$ cat config.mk
export PLATFORM = sky130hd
export DESIGN_NAME = lf_edge_period_capture
export DESIGN_NICKNAME = d
export VERILOG_FILES = /design/src/rtl/lf_edge_period_capture.sv
export SDC_FILE = /design/constraint.sdc
export NUM_CORES = 1
export LEC_CHECK = 0
export BUFFER_PORTS_ARGS = -buffer_cell sky130_fd_sc_hd__buf_2
export CAP_MARGIN = 20
export CORE_MARGIN = 8
export CORE_UTILIZATION = 40
export DETAILED_ROUTE_END_ITERATION = 6
export HOLD_SLACK_MARGIN = 0.15
export PLACE_DENSITY = 0.53
export SLEW_MARGIN = 20
export SYNTH_ARGS = -nofsm -noshare
export SYNTH_HDL_FRONTEND = slang
export SYNTH_SLANG_ARGS = --single-unit
$ cat constraint.sdc
create_clock -name clk -period 4.85 [get_ports clk]
set_input_delay 0.7275 -clock clk [delete_from_list [all_inputs] [get_ports clk]]
set_output_delay 0.7275 -clock clk [all_outputs]
set_load 0.02 [all_outputs]
$ cat src/rtl/lf_edge_period_capture.sv
`default_nettype none
// ============================================================================
// Module   : lf_edge_period_capture
// Brief    : Measures clk-cycle intervals between LF edge transitions and
//            queues {level, sat, count} words in a small FIFO.
// Revision : 1.0 - initial release
// ============================================================================
module lf_edge_period_capture #(
    parameter int CNT_W   = 14,
    parameter int FIFO_AW = 3,
    parameter int MIN_LEN = 4
) (
    input  logic               clk,
    input  logic               rst,
    input  logic               en,
    input  logic               edge_in,
    output logic [CNT_W+1:0]   out_data,
    output logic               out_valid,
    input  logic               out_ready,
    output logic [FIFO_AW:0]   fifo_count,
    output logic               overflow
);

    localparam int                c_depth   = 1 << FIFO_AW;
    localparam logic [CNT_W-1:0]  c_min_len = CNT_W'(MIN_LEN);
    localparam logic [CNT_W-1:0]  c_max_cnt = '1;

    typedef enum logic [1:0] {
        S_IDLE    = 2'd0,
        S_ARM     = 2'd1,
        S_MEASURE = 2'd2
    } state_t;

    state_t               r_state;
    state_t               w_next;
    logic                 r_edge_q;
    logic                 r_edge_qq;
    logic [CNT_W-1:0]     r_count;
    logic                 r_sat;
    logic                 r_level;
    logic [CNT_W+1:0]     r_mem [c_depth];
    logic [FIFO_AW-1:0]   r_wr_ptr;
    logic [FIFO_AW-1:0]   r_rd_ptr;
    logic [FIFO_AW:0]     r_fill;
    logic                 r_overflow;

    logic w_trans;
    logic w_push;
    logic w_pop;
    logic w_full;
    logic w_wr;
    logic w_arm_entry;

    assign w_trans     = r_edge_q ^ r_edge_qq;
    assign w_push      = (r_state == S_MEASURE) && en && w_trans && (r_count >= c_min_len);
    assign w_pop       = out_valid && out_ready;
    // Fill count reaches exactly c_depth only when its top bit is set
    assign w_full      = r_fill[FIFO_AW];
    assign w_wr        = w_push && (!w_full || w_pop);
    assign w_arm_entry = (r_state == S_IDLE) && en;

    assign out_valid  = (r_fill != '0);
    assign out_data   = out_valid ? r_mem[r_rd_ptr] : '0;
    assign fifo_count = r_fill;
    assign overflow   = r_overflow;

    always_comb begin
        w_next = r_state;
        case (r_state)
            S_IDLE:    if (en) w_next = S_ARM;
            S_ARM:     if (!en) w_next = S_IDLE;
                       else if (w_trans) w_next = S_MEASURE;
            S_MEASURE: if (!en) w_next = S_IDLE;
            default:   w_next = S_IDLE;
        endcase
    end

    always_ff @(posedge clk) begin
        if (rst) r_state <= S_IDLE;
        else     r_state <= w_next;
    end

    // Interval measurement; a transition closes the current interval whether
    // or not it was long enough to be recorded.
    always_ff @(posedge clk) begin
        if (rst) begin
            r_edge_q  <= 1'b0;
            r_edge_qq <= 1'b0;
            r_count   <= '0;
            r_sat     <= 1'b0;
            r_level   <= 1'b0;
        end else begin
            r_edge_q  <= edge_in;
            r_edge_qq <= r_edge_q;
            if (en && w_trans && (r_state == S_ARM || r_state == S_MEASURE)) begin
                r_count <= CNT_W'(1);
                r_sat   <= 1'b0;
                r_level <= r_edge_q;
            end else if (en && r_state == S_MEASURE) begin
                if (r_count == c_max_cnt) r_sat <= 1'b1;
                else                      r_count <= r_count + CNT_W'(1);
            end
        end
    end

    always_ff @(posedge clk) begin
        if (!rst && w_wr) r_mem[r_wr_ptr] <= {r_level, r_sat, r_count};
    end

    always_ff @(posedge clk) begin
        if (rst) begin
            r_wr_ptr   <= '0;
            r_rd_ptr   <= '0;
            r_fill     <= '0;
            r_overflow <= 1'b0;
        end else begin
            if (w_wr)  r_wr_ptr <= r_wr_ptr + FIFO_AW'(1);
            if (w_pop) r_rd_ptr <= r_rd_ptr + FIFO_AW'(1);
            case ({w_wr, w_pop})
                2'b10:   r_fill <= r_fill + (FIFO_AW+1)'(1);
                2'b01:   r_fill <= r_fill - (FIFO_AW+1)'(1);
                default: r_fill <= r_fill;
            endcase
            if (w_arm_entry)                    r_overflow <= 1'b0;
            else if (w_push && w_full && !w_pop) r_overflow <= 1'b1;
        end
    end

endmodule
`default_nettype wire

* After elaboration in Yosys (flattened, before gate mapping)
Memories as Yosys holds them, arrays and structs flattened. A register that Yosys moved wholly into a read port is not among the register bits. Index checks and enable logic that the tools add are counted.
Operators by class: add/subtract/negate cells 5, magnitude comparators 1, equal/unequal tests 9, muxes and demuxes 14, bitwise gates (word level) 2, reductions and logical operators 26
Operators with widths (count):
- $mux 16 | 1
- $add 14x1->14 const B | 1
- $eq 14x14->1 const B | 1
- $ge 14x3->1 const B | 1
- $logic_and 1x1->1 | 11
- $mux 2 | 4
- $pmux 4 s2 | 1
- $add 3x1->3 const B | 2
- $mux 3 | 2
- $ne 2x2->1 const B | 3
- $pmux 2 s3 | 1
- $reduce_and 2->1 | 3
- $mux 1 | 5
- $add 4x1->4 const B | 1
- $eq 2x1->1 const B | 2
- $eq 2x2->1 const B | 2
- $reduce_bool 2->1 | 2
- $reduce_bool 4->1 | 1
- $reduce_or 2->1 | 2
- $sub 4x1->4 const B | 1
- $logic_not 1->1 | 3
- $ne 3x3->1 const B | 1
- $reduce_and 3->1 | 1
- $logic_not 2->1 | 1
- 3 further kinds | 4
Storage, ports and cells: bits in registers 31, bits in writable memories 128, bits of input ports 5, logic and storage cells 69, memories kept 1
Memory list:
- r_mem | depth 8, width 16, rd ports 1, clocked after Yosys merged registers in 1, wr ports 1, RTL line 41 | logic [CNT_W+1:0] r_mem [c_depth];

* Longest topological paths before layout
word-level depth 8, depth in mapped cells 14, depth with buffers taken out 13

* Worst setup path after synthesis
OpenSTA, ideal clock, no wires.
kind input to register, from input port en, to memory r_mem[0][0] in the netlist's numbering, enable pin, data arrival time 3.303 ns, data required time 4.414 ns, slack 1.111 ns, cell stages on the path 7, buffers on the path 2, path through buf_4 -> nand2_1 -> buf_2 -> nor2_1 -> and3_1 -> inv_1 -> nor4b_1
On the way: word-level cells in the longest chain between the ends 7
RTL lines:
- start, declared | RTL line 15 | input logic en,
- $logic_and 1x1->1 (3 in a row) | RTL line 55 | assign w_push = (r_state == S_MEASURE) && en && w_trans && (r_count >= c_min_len);
- $logic_and 1x1->1 | RTL line 59 | assign w_wr = w_push && (!w_full || w_pop);
- $logic_and 1x1->1 | RTL line 107 | if (!rst && w_wr) r_mem[r_wr_ptr] <= {r_level, r_sat, r_count};
- $mux 1 | RTL line 107
- $mux 1 (not written as such) | RTL line 107
- end, declared | RTL line 41
No other way between the ends.

==> results.py <==
metrics = {
    "floorplanning": {
        "rows": 47,
        "die_area_mm2": 0.02099,
        "die_y_um": 144.9,
        "start_util_pct": 40.49,
        "dieWidth_um": 144.9,
        "io_pins": 27,
        "core_mm2": 0.01641,
    },
    "power_and_ir_drop": {
        "ir_drop_v": 0.0002071,
        "p_leak_nw": 2.680,
        "powerDensity_mw_per_mm2": 365.3,
    },
    "drt": {
        "num_vias": 3671,
        "vias_per_cell": 5.336,
        "drc": 0,
        "drt-pass1-iter-count": 4,
        "wl_per_cell_um": 19.43,
        "drt_iter0_drc": 234,
        "totalWireLength_um": 13370,
        "antenna_left": 0,
    },
    "timing": {
        "setup_viol": 0,
        "tightest_slew_ns": 0.9325,
        "fin_crit_sh_pct": 68.89,
        "fin_skew_ns": 0.005952,
        "slew_viol_final": 0,
        "finalHoldViolations": 0,
        "finalCriticalPeriod_ns": 3.341,
        "max_freq_mhz": 299.3,
        "rsz0062_at_grt": "no",
        "tns_ns": 0,
        "slew_headroom_pct": 37.83,
    },
    "grt": {
        "grt_pass1_wl_um": 21500,
        "gr-total-overflow": 0,
        "grt_max_degree": 33,
        "antenna_found_initial": 0,
        "track_usage_pct": 13.98,
        "grt_pass1_vias": 3867,
    },
    "finish": {
        "finalNonFillerCells": 688,
        "final_cell_mix": "128 x edfxtp_1, 33 x nor2_1, 32 x mux4_2, 32 x dfxtp_1, 26 x buf_2",
        "final_common_cell": "edfxtp_1",
        "drive_gt1_share_pct": 25.21,
        "fin_nets": 471,
        "area_delta_synth_final_pct": 15.18,
        "antenna_cells": 0,
    },
    "setup_path": {
        "critPathKind": "flip-flop to primary output",
        "arrival_ns": 2.61,
        "worstPathRequired_ns": 4.12,
        "crit_fanout": 25,
        "cp-end-kind": "primary output",
        "start_kind": "flip-flop",
    },
    "placement": {
        "dp_hpwl_um": 8104,
        "dp.cells": 656,
        "portBuffers": 26,
        "place_congestion": 0.7972,
    },
    "cts": {
        "cts_setup_buffers": 0,
        "cts_tree": "built",
        "hold_buffers": 0,
        "cts_resized": 0,
        "cts_max_level": 4,
        "worst_skew_pair.late_latency_ns": 0.42,
        "clk_path_buf_depth": 2,
        "clk_pin_slew_ns": 0.06,
        "cts-root-buf": "clkbuf_16",
        "numClockSinks": 162,
        "cts_made_buffers": 17,
    },
    "run_status": {
        "status": "finished, final reports clean",
    },
    "logic_synthesis": {
        "synth_ff_type": "edfxtp_1",
        "synth_edf_count": 128,
        "syn_nets": 433,
        "synth_seq_area_share_pct": 68.11,
        "synth_warnings": 0,
        "ys_types": 40,
        "avgSynthCellArea_um2": 15.93,
        "netlist_instances": 417,
        "synthArstFlopShare_pct": 0,
        "synth.cell_area_mm2": 0.006643,
        "synth-seq-cells": 162,
    },
    "run": {
        "drv_cap": 0,
    },
    "hold_path": {
        "min_path_type": "flip-flop to flip-flop",
    },
}
-- layer usage --
metal	vias up	GRT usage, %	part of all wire [%]	wire length [um]
met3	18	3.379	4.3	577
met2	60	22.66	49	6492
met4	0	5.367	1.7	224
li1	1727	-	-	-
met5	-	0	0	0
met1	1866	17.79	45	6070
-- cell families (layout without fill, tap and decap cells) --
logic type	Yosys count	after routing	synth area share (%)
flip-flops	162	162	68.11
AND/OR/NAND/NOR	110	110	9.041
multiplexers	53	53	14.05
buffers and inverters	31	82	1.959
AO/OA/AOI/OAI	44	44	3.861
adder cells (fa/ha/maj)	11	11	2.185
XOR/XNOR	6	6	0.7911
-- per-stage QoR --
step	total power (W)	utilization [%]	instance area, um^2	hold WS, ns	worst slack (ns)
after floorplan	0.001545	-	6643	0.4603	1.111
after global placement	0.001555	43.21	7089	0.4806	1.623
after detailed placement	0.001557	43.21	7089	0.4920	1.519
after CTS	0.002823	46.63	7651	0.4927	1.378
after global routing	0.002882	46.63	7651	0.5088	1.255
final	0.002795	46.63	7651	0.4998	1.509
-- worst max-delay path, stage by stage, from the launching register on --
cell     delay, ns
dfxtp_2       0.93
buf_4         0.35
mux4_2        0.54
mux2i_1       0.15
nor2_1        0.05
buf_2         0.16
-- sequential cells by signal, indices dropped and copies added (netlist names), named ones only --
signal      cells
fifo_count      4
overflow        1
r_count        14
r_edge_q        1
r_edge_qq       1
r_level         1
r_mem         128
r_rd_ptr        3
r_sat           1
r_state         2
r_wr_ptr        3
-- synth_stat cells (2+ instances only) --
cell / instances / area [um^2]
buf_1: 3 / 11.26
ha_1: 10 / 125.1
nor4_4: 2 / 42.54
a31oi_1: 4 / 25.02
and3_1: 3 / 18.77
nand4_1: 10 / 62.56
o211ai_1: 3 / 22.52
mux2i_1: 19 / 190.2
a21oi_1: 18 / 90.09
clkbuf_1: 9 / 33.78
nor3_1: 4 / 20.02
nor4_1: 8 / 50.05
nand2_1: 15 / 56.30
or3_2: 2 / 15.01
o41ai_1: 2 / 17.52
or3_1: 8 / 50.05
inv_1: 12 / 45.04
nand3_1: 7 / 35.03
or2_2: 2 / 12.51
and2_1: 2 / 12.51
nor2b_1: 4 / 25.02
buf_2: 4 / 20.02
o21ai_0: 11 / 55.05
mux4_2: 32 / 720.7
xor2_1: 4 / 35.03
edfxtp_1: 128 / 3844
nor2_1: 33 / 123.9
dfxtp_1: 34 / 680.7
buf_4: 2 / 15.01
xnor2_1: 2 / 17.52
mux2_2: 2 / 22.52
o31ai_1: 4 / 30.03
nand2b_1: 2 / 12.51
or4_1: 6 / 45.04
-- layout make-up --
class / instances / area, um^2
Fill cell: 1420 / 8756
Inverter: 12 / 45.04
Clock inverter: 15 / 136.4
Multi-Input combinational cell: 224 / 2022
Sequential cell: 162 / 4527
Clock buffer: 17 / 425.4
Timing Repair Buffer: 38 / 220.2
Tap cell: 220 / 275.3
-- power breakdown --
group	leakage (nW)	switching, W	internal, W
registers	1.65	0.00000614	0.00148
clock network	0.273	0.000557	0.000711
logic	0.760	0.0000245	0.0000134
-- worst paths after layout --
path	end	cells past startpoint	startpoint	slack [ns]
setup / recovery	out_data[12]	5	flip-flop	1.51
hold / removal	r_state[1]	2	r_state[1]	0.50
setup reg to reg	fifo_count[3]	12	r_state[0]	1.71
hold reg to reg	r_state[1]	2	r_state[1]	0.50
Power figures use the tool's default switching activity.
